File: config.mk
export PLATFORM = sky130hd
export DESIGN_NAME = seq_divider
export DESIGN_NICKNAME = d
export VERILOG_FILES = /design/src/rtl/seq_divider.sv
export SDC_FILE = /design/constraint.sdc
export NUM_CORES = 1
export LEC_CHECK = 0
export ABC_CLOCK_PERIOD_IN_PS = 4800
export CORE_UTILIZATION = 52
export DETAILED_ROUTE_END_ITERATION = 7
export GPL_TIMING_DRIVEN = 0
export PLACE_DENSITY = 0.89
export SLEW_MARGIN = 20
export SYNTH_ARGS = -nofsm -noshare
export SYNTH_HDL_FRONTEND = slang
export SYNTH_SLANG_ARGS = --single-unit
File: constraint.sdc
create_clock -name clk -period 4.8 [get_ports clk]
set_clock_uncertainty 0.2 [all_clocks]
set_input_delay 0.48 -clock clk [delete_from_list [all_inputs] [get_ports clk]]
set_output_delay 0.48 -clock clk [all_outputs]
set_load 0.03 [all_outputs]
File: src/rtl/seq_divider.sv
`default_nettype none
// ============================================================================
// Module      : seq_divider
// Description : Sequential signed radix-2 restoring divider, one quotient bit
//               per clock, start/ready handshake shared with the multiplier.
// Revision    : 1.0 - initial release
// ============================================================================
module seq_divider #(
    parameter int DATA_WIDTH = 16
) (
    input  logic                  clk,
    input  logic                  rst,
    input  logic                  start,
    input  logic [DATA_WIDTH-1:0] dividend,
    input  logic [DATA_WIDTH-1:0] divisor,
    output logic                  busy,
    output logic                  ready,
    output logic [DATA_WIDTH-1:0] quotient,
    output logic [DATA_WIDTH-1:0] remainder,
    output logic                  div_zero,
    output logic                  overflow
);

    localparam int c_CW = (DATA_WIDTH > 1) ? $clog2(DATA_WIDTH) : 1;
    localparam logic [c_CW-1:0] c_LAST = c_CW'(DATA_WIDTH - 1);

    localparam logic [1:0] c_IDLE = 2'd0;
    localparam logic [1:0] c_LOAD = 2'd1;
    localparam logic [1:0] c_CALC = 2'd2;
    localparam logic [1:0] c_DONE = 2'd3;

    logic [1:0]            r_state;
    logic [1:0]            w_next_state;

    logic [DATA_WIDTH-1:0] r_op_a;
    logic [DATA_WIDTH-1:0] r_op_b;
    logic [DATA_WIDTH:0]   r_rem;
    logic [DATA_WIDTH-1:0] r_quo;
    logic [DATA_WIDTH:0]   r_dmag;
    logic                  r_sign_q;
    logic                  r_sign_r;
    logic [c_CW-1:0]       r_cnt;

    logic [DATA_WIDTH-1:0] r_quotient;
    logic [DATA_WIDTH-1:0] r_remainder;
    logic                  r_div_zero;
    logic                  r_overflow;

    logic [DATA_WIDTH-1:0] w_a_mag;
    logic [DATA_WIDTH-1:0] w_b_mag;
    logic [DATA_WIDTH:0]   w_shift;
    logic [DATA_WIDTH:0]   w_trial;
    logic                  w_trial_ok;
    logic [DATA_WIDTH:0]   w_rem_next;
    logic [DATA_WIDTH-1:0] w_quo_next;
    logic [DATA_WIDTH-1:0] w_q_signed;
    logic [DATA_WIDTH-1:0] w_r_signed;
    logic                  w_ovf;
    logic                  w_last;
    logic                  w_b_zero;

    // Magnitudes as unsigned DATA_WIDTH values: the most-negative input maps exactly.
    assign w_a_mag    = r_op_a[DATA_WIDTH-1] ? (~r_op_a + 1'b1) : r_op_a;
    assign w_b_mag    = r_op_b[DATA_WIDTH-1] ? (~r_op_b + 1'b1) : r_op_b;
    assign w_b_zero   = (r_op_b == '0);

    assign w_shift    = {r_rem[DATA_WIDTH-1:0], r_quo[DATA_WIDTH-1]};
    assign w_trial    = w_shift - r_dmag;
    assign w_trial_ok = ~w_trial[DATA_WIDTH];
    assign w_rem_next = w_trial_ok ? w_trial : w_shift;
    assign w_quo_next = {r_quo[DATA_WIDTH-2:0], w_trial_ok};
    assign w_last     = (r_cnt == c_LAST);

    assign w_q_signed = r_sign_q ? (~w_quo_next + 1'b1) : w_quo_next;
    assign w_r_signed = r_sign_r ? (~w_rem_next[DATA_WIDTH-1:0] + 1'b1)
                                 : w_rem_next[DATA_WIDTH-1:0];
    // A positive quotient with its MSB set can only be most-negative / -1.
    assign w_ovf      = ~r_sign_q & w_quo_next[DATA_WIDTH-1];

    always_ff @(posedge clk or posedge rst) begin
        if (rst) begin
            r_state <= c_IDLE;
        end else begin
            r_state <= w_next_state;
        end
    end

    always_comb begin
        w_next_state = r_state;
        case (r_state)
            c_IDLE: if (start) w_next_state = c_LOAD;
            c_LOAD: w_next_state = w_b_zero ? c_DONE : c_CALC;
            c_CALC: if (w_last) w_next_state = c_DONE;
            c_DONE: w_next_state = c_IDLE;
            default: w_next_state = c_IDLE;
        endcase
    end

    always_ff @(posedge clk or posedge rst) begin
        if (rst) begin
            r_op_a      <= '0;
            r_op_b      <= '0;
            r_rem       <= '0;
            r_quo       <= '0;
            r_dmag      <= '0;
            r_sign_q    <= 1'b0;
            r_sign_r    <= 1'b0;
            r_cnt       <= '0;
            r_quotient  <= '0;
            r_remainder <= '0;
            r_div_zero  <= 1'b0;
            r_overflow  <= 1'b0;
        end else begin
            case (r_state)
                c_IDLE: begin
                    if (start) begin
                        r_op_a <= dividend;
                        r_op_b <= divisor;
                    end
                end
                c_LOAD: begin
                    r_rem    <= '0;
                    r_quo    <= w_a_mag;
                    r_dmag   <= {1'b0, w_b_mag};
                    r_sign_q <= r_op_a[DATA_WIDTH-1] ^ r_op_b[DATA_WIDTH-1];
                    r_sign_r <= r_op_a[DATA_WIDTH-1];
                    r_cnt    <= '0;
                    if (w_b_zero) begin
                        r_quotient  <= '1;
                        r_remainder <= r_op_a;
                        r_div_zero  <= 1'b1;
                        r_overflow  <= 1'b0;
                    end
                end
                c_CALC: begin
                    r_rem <= w_rem_next;
                    r_quo <= w_quo_next;
                    r_cnt <= r_cnt + 1'b1;
                    if (w_last) begin
                        r_quotient  <= w_q_signed;
                        r_remainder <= w_r_signed;
                        r_div_zero  <= 1'b0;
                        r_overflow  <= w_ovf;
                    end
                end
                default: begin
                end
            endcase
        end
    end

    assign busy      = (r_state != c_IDLE);
    assign ready     = (r_state == c_DONE);
    assign quotient  = r_quotient;
    assign remainder = r_remainder;
    assign div_zero  = r_div_zero;
    assign overflow  = r_overflow;

endmodule
`default_nettype wire
## Yosys cells after proc, flatten, opt, wreduce, memory -nomap -nowiden

Index checks and enable logic that the tools add are counted.

- Output and inout bits: 36
- Input port bits: 35
- Register bits after elaboration: 122
- Word-level logic and storage cells: 65

- $add $sub $neg: 6
- Reduce and logical (&&, ||, !) cells: 7
- Multiplexer cells: 24
- Bitwise gates (word level): 8
- Equal/unequal tests: 7

Operators by type and width:

| operator | count |
|---|---|
| $mux W16 | 9 |
| $pmux W16 S2 | 4 |
| $add A16 B1 Y16 const B | 4 |
| $not A16 Y16 | 4 |
| $sub A17 B16 Y17 | 1 |
| $logic_not A16 Y1 | 1 |
| $pmux W2 S4 | 1 |
| $pmux W4 S2 | 1 |
| $ne A2 B2 Y1 const B | 3 |
| $mux W1 | 5 |
| $add A4 B1 Y4 const B | 1 |
| $eq A2 B2 Y1 const B | 2 |
| $eq A4 B4 Y1 const B | 1 |
| $mux W2 | 2 |
| $pmux W1 S2 | 2 |
| $reduce_and A2 Y1 | 2 |
| $reduce_bool A2 Y1 | 2 |
| $reduce_and A3 Y1 | 1 |
| $eq A2 B1 Y1 const B | 1 |
| $logic_not A2 Y1 | 1 |
| $not A1 Y1 | 2 |
| $and A1 B1 Y1 | 1 |
| $xor A1 B1 Y1 | 1 |

## Logic depth before layout (Yosys ltp)

- Depth after elaboration: 7
- Mapped depth: 21
- Mapped depth without buffers: 19

## Worst setup path before layout

OpenSTA, ideal clock, no wires.

- Path kind: reg-to-reg
- Start point: register r_quo[15]
- End point: register r_remainder[12], in the netlist remainder[12]
- Arrival time: 4,430 ps
- Clock period less this slack: 4,757 ps
- Library setup time: 128 ps
- Cell stages (with the launch flop): 22
- Data required time: 4,472 ps
- Path buffers: 2
- Path slack: 43 ps
- Cell sequence: dfrtp_1 > inv_1 > ha_1 > inv_1 > fa_1 > a211oi_1 > o21ai_0 > o21ai_0 > o21ai_0 > a21oi_1 > clkbuf_1 > clkbuf_1 > nor2_1 > a21oi_1 > ha_1 > inv_1 > or3_1 > o31ai_1 > a21oi_1 > a21oi_1 > xnor2_1 > o21ai_0

- Word-level cells in the longest chain between the ends: 7

RTL lines:

| what | RTL line | RTL |
|---|---|---|
| from (decl) | 38 | `logic [DATA_WIDTH-1:0] r_quo;` |
| from (signal assigned) | 123 | `r_quo <= w_a_mag;` |
| from (signal assigned) | 137 | `r_quo <= w_quo_next;` |
| $sub A17 B16 Y17 | 68 | `assign w_trial = w_shift - r_dmag;` |
| $mux W16 (*) | 70 | `assign w_rem_next = w_trial_ok ? w_trial : w_shift;` |
| $not A16 Y16 | 75 | `assign w_r_signed = r_sign_r ? (~w_rem_next[DATA_WIDTH-1:0] + 1'b1)` |
| $add A16 B1 Y16 | 75 |  |
| $mux W16 (*) | 75 |  |
| $mux W16 (*) | 139 | `if (w_last) begin` |
| $pmux W16 S2 (*) | 114 | `case (r_state)` |
| to (signal assigned) | 130 | `r_remainder <= r_op_a;` |
| to (signal assigned) | 141 | `r_remainder <= w_r_signed;` |
| to (decl) | 45 | `logic [DATA_WIDTH-1:0] r_remainder;` |

Mark *: on every way between the ends. The rest lies on a longest branch, timed or not. The select of a mux whose other input is x is not followed.
A chain may end at the register's enable or synchronous reset.

## Worst setup path in the final report

- Start point: register r_quo[15]
- End point: register r_remainder[10], in the netlist remainder[10]

The elaborated chain is that of the path after synthesis.

==> flow_summary.html <==
<table>
<tr><th>Metric</th><th>Value</th></tr>
<tr><th colspan="2">Layout</th></tr>
<tr><td>Number of fill cells</td><td>a little under 1000</td></tr>
<tr><td>Number of nets at the end of the flow</td><td>around 950</td></tr>
<tr><td>Share of the core filled with cells</td><td>0.666</td></tr>
<tr><td>Growth of design area from synthesis to finish</td><td>23.0%</td></tr>
<tr><td>Final antenna diode count</td><td>0</td></tr>
<tr><td>Sequential standard cell area</td><td>slightly above 3000 sq um</td></tr>
<tr><td>Proportion of layout cells with a drive suffix above 1</td><td>0.136</td></tr>
<tr><td>Area of the multi-input gates</td><td>3860 sq um</td></tr>
<tr><th colspan="2">Logic synthesis</th></tr>
<tr><td>Synth Register Bits</td><td>~120</td></tr>
<tr><td>Top cells by area in the synthesized netlist</td><td>sky130_fd_sc_hd__dfrtp_1, sky130_fd_sc_hd__mux2_2, sky130_fd_sc_hd__xor2_1, sky130_fd_sc_hd__ha_1, sky130_fd_sc_hd__o21ai_0</td></tr>
<tr><td>Area share of fa/ha/maj cells after synthesis</td><td>0.0474</td></tr>
<tr><td>Primary FF master, synth</td><td>sky130_fd_sc_hd__dfrtp_1</td></tr>
<tr><td>Combinational family with the most area after synthesis</td><td>compound AO/OA/AOI/OAI gates</td></tr>
<tr><td>Per-instance average area after synthesis</td><td>~9.3 sq um</td></tr>
<tr><td>Number of warning messages in the yosys log</td><td>0</td></tr>
<tr><td>Post-Syn Instances</td><td>a little under 800</td></tr>
<tr><td>Most common cell in the netlist</td><td>sky130_fd_sc_hd__dfrtp_1</td></tr>
<tr><td>Cell taking the most area after synthesis</td><td>sky130_fd_sc_hd__dfrtp_1</td></tr>
<tr><td>Nets in the synthesized netlist</td><td>848</td></tr>
<tr><td>Area fraction in compound gates after synthesis</td><td>0.167</td></tr>
<tr><td>Area share of and/or/nand/nor cells after synthesis</td><td>0.133</td></tr>
<tr><td>Count of unique library cells instantiated by Yosys</td><td>62</td></tr>
<tr><td>Fraction of synthesis flops using an asynchronous set or reset pin</td><td>1.00</td></tr>
<tr><td>Proportion of synthesized area in mux cells</td><td>0.0995</td></tr>
<tr><td>Post-synthesis cell area</td><td>around 7300 sq um</td></tr>
<tr><td>Proportion of netlist area held by the largest area contributor</td><td>0.419</td></tr>
<tr><td>Cell types with the highest counts after synthesis</td><td>sky130_fd_sc_hd__dfrtp_1, sky130_fd_sc_hd__nor2_1, sky130_fd_sc_hd__nand2_1</td></tr>
<tr><td>Share of the yosys chip area belonging to registers</td><td>0.419</td></tr>
<tr><td>Xor and xnor area share after synthesis</td><td>0.0794</td></tr>
<tr><td>Number of synthesized flops with an enable pin</td><td>0</td></tr>
<tr><th colspan="2">STA</th></tr>
<tr><td>Final critical-path setup slack</td><td>~0.15 ns</td></tr>
<tr><td>Number of pins with negative max-slew slack in the final report</td><td>0</td></tr>
<tr><td>Final setup fails</td><td>0</td></tr>
<tr><td>Count of endpoints failing hold in the final timing report</td><td>0</td></tr>
<tr><td>Least-Margin Pin Slew</td><td>around 0.84 ns</td></tr>
<tr><td>Relative max-transition margin</td><td>0.422</td></tr>
<tr><td>Final Critical Period</td><td>approximately 4.6 ns</td></tr>
<tr><td>Setup repair after global routing missed its margin</td><td>no</td></tr>
<tr><td>Final critical-path share of the clock period</td><td>0.968</td></tr>
<tr><td>Highest attainable clock frequency</td><td>215 MHz</td></tr>
<tr><td>Total Negative Setup Slacks</td><td>0 ns</td></tr>
<tr><td>Worst hold slack</td><td>about 0.26 ns</td></tr>
<tr><th colspan="2">Setup path</th></tr>
<tr><td>Startpoint type of the worst setup path</td><td>register</td></tr>
<tr><td>Maximum fanout along the worst path</td><td>7</td></tr>
<tr><td>Type of element capturing the critical path</td><td>register</td></tr>
<tr><td>Worst EP arrival</td><td>between 4 and 5 ns</td></tr>
<tr><td>Critical path type</td><td>reg -&gt; reg</td></tr>
<tr><td>Data required time of the critical path</td><td>between 4 and 5 ns</td></tr>
<tr><th colspan="2">Placed design</th></tr>
<tr><td>Port buffer count</td><td>70</td></tr>
<tr><td>Post-DP HPWL</td><td>13800 um</td></tr>
<tr><td>Pre-CTS setup slack</td><td>-1.28 ns</td></tr>
<tr><td>Weighted congestion at the end of routability-driven global placement</td><td>0.910</td></tr>
<tr><th colspan="2">Clock network</th></tr>
<tr><td>Clock net sink count</td><td>122</td></tr>
<tr><td>Clock buffer count from CTS</td><td>17</td></tr>
<tr><td>Count of hold-fix buffers inserted at cts</td><td>0</td></tr>
<tr><td>Clock latency on the worst-skew pair</td><td>0.43 ns</td></tr>
<tr><td>Buffer depth of the longest clock path</td><td>2</td></tr>
<tr><td>Maximum level of the CTS H-tree</td><td>4</td></tr>
<tr><td>TritonCTS clock tree</td><td>built</td></tr>
<tr><td>Clock transition at path regs</td><td>around 0.06 ns</td></tr>
<tr><td>Root Buffer</td><td>sky130_fd_sc_hd__clkbuf_16</td></tr>
<tr><th colspan="2">Die</th></tr>
<tr><td>Die area</td><td>~14000 sq um</td></tr>
<tr><td>Vert. Die Dim</td><td>approximately 120 um</td></tr>
<tr><td>Core area</td><td>between 10000 and 15000 sq um</td></tr>
<tr><td>Die Wd</td><td>around 120 um</td></tr>
<tr><td>Count of standard-cell rows</td><td>42</td></tr>
<tr><td>Initial cell density of the core</td><td>0.541</td></tr>
<tr><td>Number of top-level pins</td><td>71</td></tr>
<tr><th colspan="2">Status</th></tr>
<tr><td>Run status</td><td>complete, no violations</td></tr>
<tr><th colspan="2">GRT</th></tr>
<tr><td>Number of antenna violations at the first check in global routing</td><td>0</td></tr>
<tr><td>Maximum number of pins on one net before global-route repair</td><td>63</td></tr>
<tr><td>GRT Residual Overflow</td><td>0</td></tr>
<tr><td>Overall fraction of global-route tracks in use</td><td>0.289</td></tr>
<tr><td>Via count of the first global-routing pass</td><td>around 6400</td></tr>
<tr><td>Global-route wire length before repair</td><td>approximately 32000 um</td></tr>
<tr><th colspan="2">Pwr</th></tr>
<tr><td>Reported leakage power</td><td>between 3 and 4 nW</td></tr>
<tr><td>Cell area power density</td><td>715 nW/um^2</td></tr>
<tr><td>Power after layout</td><td>around 0.0064 W</td></tr>
<tr><td>Peak supply drop</td><td>just under 0.5 mV</td></tr>
<tr><th colspan="2">Drt</th></tr>
<tr><td>Via/cell ratio</td><td>between 6 and 7</td></tr>
<tr><td>Via count of the routed design</td><td>6568</td></tr>
<tr><td>Average routed wire per standard cell</td><td>about 19 um</td></tr>
<tr><td>Number of routed nets with antenna violations</td><td>0</td></tr>
<tr><td># DRC</td><td>0</td></tr>
<tr><td>Violation count after the first detailed-routing iteration</td><td>roughly 740</td></tr>
<tr><td>Total Routed Length</td><td>20000 um</td></tr>
<tr><td>Number of detailed-routing iterations run before antenna repair</td><td>6</td></tr>
<tr><th colspan="2">Job</th></tr>
<tr><td>Number of maximum-capacitance violations</td><td>0</td></tr>
<tr><th colspan="2">Hold path</th></tr>
<tr><td>HP Class</td><td>reg -&gt; reg</td></tr>
</table>
power breakdown:
| part | internal [W] | switching [W] |
|---|---|---|
| logic | 0.00134 | 0.00187 |
| clock network | 0.000781 | 0.000476 |
| registers | 0.00146 | 0.000480 |
per-layer routing:
metal | share of wire | global-route usage | routed length, um
met1 | 0.41 | 0.370 | 8100
met4 | 0.030 | 0.121 | 607
met5 | 0 | 0 | 0
met2 | 0.47 | 0.462 | 9440
met3 | 0.092 | 0.0778 | 1850
sequential cells by signal, indices dropped and copies added (netlist names):
register,count
quotient,16
r_dmag,16
r_op_a,16
r_op_b,16
r_quo,16
r_rem,16
remainder,16
r_cnt,4
r_state,2
div_zero,1
overflow,1
r_sign_q,1
r_sign_r,1
worst paths after layout:
path	startpoint	end	slack, ns	cells after the start
min in group asynchronous	rst	r_op_b[6]$_DFFE_PP0P_	0.31	2
setup / recovery	r_quo[15]$_DFFE_PP0P_	remainder[10]$_DFFE_PP0P_	0.15	20
hold reg to reg	overflow$_DFFE_PP0P_	overflow$_DFFE_PP0P_	0.26	2
hold / removal	overflow$_DFFE_PP0P_	overflow$_DFFE_PP0P_	0.26	2
setup reg to reg	r_quo[15]$_DFFE_PP0P_	remainder[10]$_DFFE_PP0P_	0.15	20
max in group asynchronous	rst	r_op_b[0]$_DFFE_PP0P_	3.38	3
stage by stage:
stage               cell area [sq um]  std cells
floorplan                        7280        786
global placement                 8200       1032
detailed placement               8230       1033
CTS                              8840       1065
global route                     8960       1076
finish                           8960       1076
final cells by class:
| class | instances | share of cell area |
|---|---|---|
| clock buffers | 23 | 0.0556 |
| multi-input cells | 571 | 0.431 |
| plain buffers | 37 | 0.0225 |
| inverters | 55 | 0.0240 |
| well taps | 176 | 0.0246 |
| repair buffers | 83 | 0.0918 |
| flip-flops and latches | 122 | 0.341 |
| clock inverters | 9 | 0.00978 |
layout by cell type, fill, tap and decap left out, types with 24 or more instances in the layout:
master                              n
sky130_fd_sc_hd__inv_1             52
sky130_fd_sc_hd__xnor2_1           24
sky130_fd_sc_hd__a21oi_1           56
sky130_fd_sc_hd__dfrtp_1          122
sky130_fd_sc_hd__clkbuf_1          24
sky130_fd_sc_hd__mux2_2            51
sky130_fd_sc_hd__nand2_1           72
sky130_fd_sc_hd__clkdlybuf4s50_1   70
sky130_fd_sc_hd__nor2_1            73
sky130_fd_sc_hd__xor2_1            42
sky130_fd_sc_hd__ha_1              26
sky130_fd_sc_hd__o21ai_0           58
logic make-up after synthesis:
family / Yosys count
xor gates and xnor gates: 66
DFF: 122
muxes: 66
and+or+nand+nor: 211
adders and majority gates: 27
buffers and inverters: 93
AOI/OAI and AO/OA: 201
repair_timing:
item / in CTS / in global routing
endpoints found under the setup margin: 23 / 5
gates resized for setup: 10 / 11
pin swaps: 0 / 3
buffers inserted: 1 / 11
critical path, stage by stage, from the launching register on:
cell and delay, ns:
sky130_fd_sc_hd__dfrtp_1 0.36, sky130_fd_sc_hd__inv_1 0.12, sky130_fd_sc_hd__ha_1 0.20, sky130_fd_sc_hd__inv_1 0.06, sky130_fd_sc_hd__fa_1 0.42, sky130_fd_sc_hd__a211oi_2 0.36, sky130_fd_sc_hd__o21ai_2 0.14, sky130_fd_sc_hd__o21ai_2 0.22
sky130_fd_sc_hd__o21ai_1 0.13, sky130_fd_sc_hd__a21oi_2 0.25, sky130_fd_sc_hd__buf_6 0.17, sky130_fd_sc_hd__clkinvlp_4 0.14, sky130_fd_sc_hd__mux2_2 0.29, sky130_fd_sc_hd__ha_1 0.15, sky130_fd_sc_hd__inv_1 0.10, sky130_fd_sc_hd__or3_1 0.41
sky130_fd_sc_hd__nor3_2 0.19, sky130_fd_sc_hd__a21oi_1 0.15, sky130_fd_sc_hd__xnor2_1 0.26, sky130_fd_sc_hd__nand2_1 0.08, sky130_fd_sc_hd__a21oi_1 0.15
No activity file was read; power rests on OpenSTA's default activity.
